$ cat config.mk
export PLATFORM = sky130hd
export DESIGN_NAME = cla_adder_4bit
export DESIGN_NICKNAME = d
export VERILOG_FILES = /design/src/rtl/cla_adder_4bit.sv
export SDC_FILE = /design/constraint.sdc
export NUM_CORES = 1
export LEC_CHECK = 0
export ABC_CLOCK_PERIOD_IN_PS = 940
export CORE_AREA = 2 2 39 41
export DETAILED_ROUTE_END_ITERATION = 8
export DIE_AREA = 0 0 41 43
export HOLD_SLACK_MARGIN = 0.08
export PLACE_DENSITY = 0.57
export SYNTH_ARGS = -nofsm -noshare
export SYNTH_HDL_FRONTEND = slang
export SYNTH_SLANG_ARGS = --single-unit
$ cat constraint.sdc
create_clock -name clk -period 0.94 [get_ports clk]
set_input_delay 0.188 -clock clk [delete_from_list [all_inputs] [get_ports clk]]
set_output_delay 0.188 -clock clk [all_outputs]
set_load 0.005 [all_outputs]
$ cat src/rtl/cla_adder_4bit.sv
// cla_adder_4bit: 4-bit carry-lookahead adder with registered sum, carry-out and group P/G.
// Revision 1.0
`default_nettype none

module cla_adder_4bit (
  input  logic clk,
  input  logic rst_n,
  input  logic A3,
  input  logic A2,
  input  logic A1,
  input  logic A0,
  input  logic B3,
  input  logic B2,
  input  logic B1,
  input  logic B0,
  input  logic Cin,
  output logic S3,
  output logic S2,
  output logic S1,
  output logic S0,
  output logic Cout,
  output logic PG,
  output logic GG
);

  logic [3:0] a;
  logic [3:0] b;
  logic [3:0] g;
  logic [3:0] p;
  logic [4:0] c;
  logic [3:0] sum;
  logic       grp_p;
  logic       grp_g;

  assign a = {A3, A2, A1, A0};
  assign b = {B3, B2, B1, B0};
  assign g = a & b;
  assign p = a ^ b;

  // Every carry is a flat sum-of-products of bit terms and Cin; none feeds another.
  assign c[0] = Cin;
  assign c[1] = g[0] | (p[0] & c[0]);
  assign c[2] = g[1] | (p[1] & g[0]) | (p[1] & p[0] & c[0]);
  assign c[3] = g[2] | (p[2] & g[1]) | (p[2] & p[1] & g[0])
              | (p[2] & p[1] & p[0] & c[0]);
  assign c[4] = g[3] | (p[3] & g[2]) | (p[3] & p[2] & g[1])
              | (p[3] & p[2] & p[1] & g[0])
              | (p[3] & p[2] & p[1] & p[0] & c[0]);

  assign sum   = p ^ c[3:0];
  assign grp_p = &p;
  assign grp_g = g[3] | (p[3] & g[2]) | (p[3] & p[2] & g[1])
               | (p[3] & p[2] & p[1] & g[0]);

  always_ff @(posedge clk or negedge rst_n) begin
    if (!rst_n) begin
      {S3, S2, S1, S0} <= 4'b0000;
      Cout             <= 1'b0;
      PG               <= 1'b0;
      GG               <= 1'b0;
    end else begin
      {S3, S2, S1, S0} <= sum;
      Cout             <= c[4];
      PG               <= grp_p;
      GG               <= grp_g;
    end
  end

endmodule

`default_nettype wire

==> results.yml, run 1 <==
run_status:
  status: "completed"
critical_path:
  cp-end-kind: "flop"
  cp-start-kind: "input port"
  crit_type: "in2reg"
  critical_path.max_fanout: 3
  path_cells: "buf_4 > ha_4 > a41oi_2 > o21ai_2 > a21o_1"
  cp_slowest_cell: "ha_4"
  arrival_ns: 1.04
  cp.required_ns: 1.07
  slowest_delay_ns: 0.24
floorplan:
  ioPinCount: 18
  die_h_um: 43
  dieArea_um2: 1760
  die_x_um: 41
  start_util_pct: 26.8
  core_um2: 1380
  num_rows: 14
logic_synthesis:
  synth.cell_area_um2: 370
  ys_top_cells_by_area: "dfrtp_1, ha_1, a21o_1"
  synth_seq_cells: 7
  yosysSeqAreaShare_pct: 47.3
  synthCells: 30
  yosys.area.top_type_share_pct: 47.3
  yosysWarnings: 0
  synth_nets: 47
  synth_area_leader_cell: "dfrtp_1"
  syn_avg_cell_area_um2: 12.3
  ys_types: 12
pwr:
  p_seq_share_pct: 40.5
  pwr-share-comb_pct: 30.0
  p_switching_uw: 223
  swShare_pct: 25.5
  p_clk_share_pct: 29.6
  powerDensity_nw_per_um2: 1400
  p_int_uw: 654
  ir_worst_vdd_mv: 0.453
  leakagePower_nw: 0.313
final_layout:
  antenna_cells: 0
  design_area_um2: 626
  drive_gt1_share_pct: 54.5
  nets: 73
  area_growth_syn_to_layout_pct: 68.9
  final_cell_mix: "buf_2, dfrtp_1, inv_1, buf_4, ha_4"
  layout_commonest_cell: "buf_2"
clock_tree:
  cts_max_level: 1
  cts_buffer_depth: 2
  cts_root_buffer: "clkbuf_4"
  ctsHoldBuffers: 0
  cts_buffers: 3
  postCtsSetupBuffers: 0
  clock-sinks: 7
  path_clk_slew_ns: 0.05
  cts_tree: "done"
routing:
  wl_per_cell_um: 10.9
  remaining_drc_errors: 0
  initialDrtViolationCount: 1
  ant_nets: 0
  viasPerCell: 4.25
  vias: 302
  drt_first_pass_iters: 3
  wirelength_um: 771
sta:
  maxSlewViolCount: 0
  finalHoldViolCount: 0
  holdWs_ns: 0.191
  rsz0062_at_grt: "yes"
  max_slew.worst_pin.slew_ns: 0.290
  setup_slack_ns: 0.0302
  setup_viol: 0
  post-route-period-util_pct: 96.8
  max_freq_mhz: 1100
  max_slew_margin_pct: 80.6
  period_needed_ns: 0.910
place:
  port_buffers: 17
  dpl_cell_area_um2: 643
  dpl.hpwl_um: 622
  routabilityCongestion: 0.722
  pre_cts_slack_ns: -0.612
grt:
  grt_max_degree: 8
  grt_usage_pct: 11.0
  grt-ovfl-total: 0
  grt_pass1_wl_um: 1250
  grt_pass1_vias: 314
  antenna_found_initial: 0
worst_hold_path:
  hold_class: "in2async"
run:
  maxCapViolations: 0
-- state kept, by name, summed over array words and instances, names as in the netlist --
signal	count
S1	1
PG	1
S2	1
GG	1
Cout	1
S3	1
S0	1
-- through the flow --
step                      power (mW)  TNS (ns)  cells  util (%)
after CTS                      0.897         0     71      46.0
after global placement         0.664     -3.97     67      46.5
after detailed placement       0.671     -4.15     67      46.5
after floorplan                0.488   -0.0302     30         -
final                          0.877         0     71      45.2
after global routing           0.952   -0.0100     71      45.2
-- cell usage after synthesis --
| library cell | n |
|---|---|
| dfrtp_1 | 7 |
| ha_1 | 5 |
| inv_1 | 5 |
| a21o_1 | 3 |
| a21oi_1 | 2 |
| xnor2_1 | 2 |
| a41oi_1 | 1 |
| and4_2 | 1 |
| fa_1 | 1 |
| o21ai_2 | 1 |
| o21bai_1 | 1 |
| xor2_1 | 1 |
-- what timing repair did --
item | in CTS | in global routing
cloned | 0 | 0
resized for setup | 50 | 5
hold endpoints to repair | 0 | 0
setup endpoints to repair | 14 | 6
pin swaps | 4 | 7
-- worst max-delay path: cells and delay by family --
family | cells | cell delay (ns)
AO/OA/AOI/OAI | 3 | 0.48
adder cells (fa/ha/maj) | 1 | 0.24
buffers and inverters | 1 | 0.13
-- power groups by stage --
stage | Combinational [mW] | Clock (mW) | Sequential, mW
after global routing | 0.298 | 0.295 | 0.359
after floorplan | 0.119 | 0 | 0.369
after global placement | 0.303 | 0 | 0.361
final | 0.263 | 0.259 | 0.355
after CTS | 0.267 | 0.274 | 0.356
after detailed placement | 0.308 | 0 | 0.363
-- final timing paths --
check	from	to	slack [ns]
min in group clk	B2	S3	0.38
worst min-delay path	rst_n	GG	0.19
max in group asynchronous	rst_n	Cout	0.53
worst max-delay path	A0	Cout	0.03
-- routing by layer --
metal / global-route usage [%] / vias up / part of all wire, %
li1: - / 151 / -
met1: 12.2 / 138 / 37
met2: 16.9 / 13 / 53
met3: 3.14 / 0 / 10
met4: 8.00 / 0 / 0
met5: 0 / - / 0
-- cells by family (layout without fill, tap and decap cells) --
family / after synthesis / in the layout / share of synthesized area (%)
buffers and inverters: 5 / 30 / 5.07
xor gates and xnor gates: 3 / 3 / 7.10
adders and majority gates: 6 / 6 / 22.3
and+or+nand+nor: 1 / 1 / 2.70
AOI/OAI and AO/OA: 8 / 8 / 15.5
DFF: 7 / 7 / 47.3
-- layout make-up --
cell class | count | area [µm²]
tap | 16 | 20.0
multi-input combinational | 18 | 251
fill | 131 | 758
sequential | 7 | 175
clock buffer | 4 | 26.3
timing repair buffer | 21 | 134
inverter | 5 | 18.8
No activity file was read; power rests on OpenSTA's default activity.
==> inputs of run 2 (changes only) <==
Settings changed: ABC_CLOCK_PERIOD_IN_PS 940 to 1100, CTS_CLUSTER_DIAMETER set to 80, PLACE_DENSITY 0.57 to 0.64.
Clock period 0.94 ns to 1.1 ns, I/O delays scaled along.
==> run 2 against run 1 <==
  * Critical path depth is the same
  * Utilization grew 1.6 points
  * Highest routed layer unchanged
  * Clock power shrank 16%
  * Die area is the same
  * First-iteration DRC count is the same
  * Clock-buffer cell count is the same
  * Sequential power shrank 14%
  * Sequential share of layout area shrank 0.97 points
  * Sequential cell count is the same
  * Hold slack gained 0.035 ns
  * Setup slack gained 0.0023 ns
==> results.yml, run 2 (same netlist as run 1, synthesis figures left out) <==
floorplan:
  die_x_um: 41
  die_h_um: 43
  dieArea_um2: 1760
  start_util_pct: 26.8
  num_rows: 14
  core_um2: 1380
  ioPinCount: 18
routing:
  vias: 293
  wirelength_um: 630
  viasPerCell: 4.19
  drt_first_pass_iters: 2
  initialDrtViolationCount: 1
  wl_per_cell_um: 9.00
  remaining_drc_errors: 0
  ant_nets: 0
final_layout:
  nets: 72
  antenna_cells: 0
  post-route-util_pct: 46.8
  filler_cell_count: 130
  finalNonFillerCells: 70
  area_growth_syn_to_layout_pct: 75.0
  layout_commonest_cell: "dlygate4sd2_1"
  drive_gt1_share_pct: 25.9
  final_cell_mix: "dlygate4sd2_1, dfrtp_1, inv_1"
grt:
  top_usage_layer: "met2"
  grt_usage_pct: 9.30
  met1_usage_pct: 9.54
  met2_usage_pct: 15.0
  grt_max_degree: 8
  grt-ovfl-total: 0
  use_met3_pct: 1.57
  grt_pass1_vias: 274
  grt_pass1_wl_um: 1070
  antenna_found_initial: 0
worst_hold_path:
  hold_class: "in2async"
sta:
  max_freq_mhz: 937
  setup_viol: 0
  period_needed_ns: 1.07
  maxSlewViolCount: 0
  max_slew.worst_pin.slew_ns: 0.292
  finalHoldViolCount: 0
  rsz0062_at_grt: "yes"
  max_slew_margin_pct: 80.4
  final.setup.tns_ns: 0
  post-route-period-util_pct: 97.0
critical_path:
  cp.required_ns: 1.23
  arrival_ns: 1.20
  critical_path.max_fanout: 3
  cp-start-kind: "input port"
  crit_type: "in2reg"
  cp-end-kind: "flop"
place:
  post-place-cells: 66
  port_buffers: 17
  dpl.hpwl_um: 546
  routabilityCongestion: 0.773
clock_tree:
  cts_buffers: 3
  cts_max_level: 1
  cts_buffer_depth: 2
  cts_root_buffer: "clkbuf_4"
  clock-sinks: 7
  path_clk_slew_ns: 0.05
  ctsHoldBuffers: 0
  cts_tree: "done"
pwr:
  leakagePower_nw: 0.320
  powerDensity_nw_per_um2: 1150
  ir_worst_vdd_mv: 0.453
run:
  maxCapViolations: 0
run_status:
  status: "completed"
==> run 2: worst max-delay path by stage <==
stage,from,endpoint,slack (ns)
2_1_floorplan,A1,Cout,0.009
3_3_place_gp,A0,Cout,-0.48
3_5_place_dp,A0,Cout,-0.51
4_1_cts,B0,Cout,0.02
5_1_grt,A2,Cout,-0.01
6_report,A2,Cout,0.03
==> run 2: cell type report <==
cell class              count  area (µm²)  share of cell area (%)
clock buffers               4        26.3                    4.05
repair buffers             20         179                    27.6
multi-input cells          18         229                    35.3
inverters                   5        18.8                    2.90
well taps                  16        20.0                    3.09
flip-flops and latches      7         175                    27.0
==> run 2: where the power goes <==
part           total (mW)  internal (mW)  leakage (nW)  switching [mW]
sequential          0.304          0.296        0.0847         0.00800
clock               0.218          0.137        0.0150          0.0806
combinational       0.225          0.135         0.220          0.0898
total               0.747          0.569         0.320           0.178
==> run 2: repair_timing <==
action,4_1_cts,5_1_grt
buffers inserted,0,0
endpoints found under the setup margin,14,5
gates resized for setup,17,3
pin swaps,1,1
==> run 2: worst max-delay path: stages <==
cell and delay [ns]:
dlygate4sd2_1 0.26, ha_4 0.25, a41oi_2 0.20, o21ai_2 0.09, a21o_1 0.18
==> run 2: layer usage <==
metal | wire, µm | share of wire, %
met2 | 330 | 52
met1 | 244 | 39
met5 | 0 | 0
met4 | 0 | 0
met3 | 55 | 8.7
==> run 2: per-stage QoR <==
stage	setup WS, ns	instance area, µm²	hold slack [ns]	total power [mW]
2_1_floorplan	0.00868	394	-0.0756	0.406
3_3_place_gp	-0.481	607	0.487	0.550
3_5_place_dp	-0.512	607	0.494	0.553
4_1_cts	0.0199	644	0.237	0.753
5_1_grt	-0.0116	648	0.242	0.812
6_report	0.0325	648	0.226	0.747
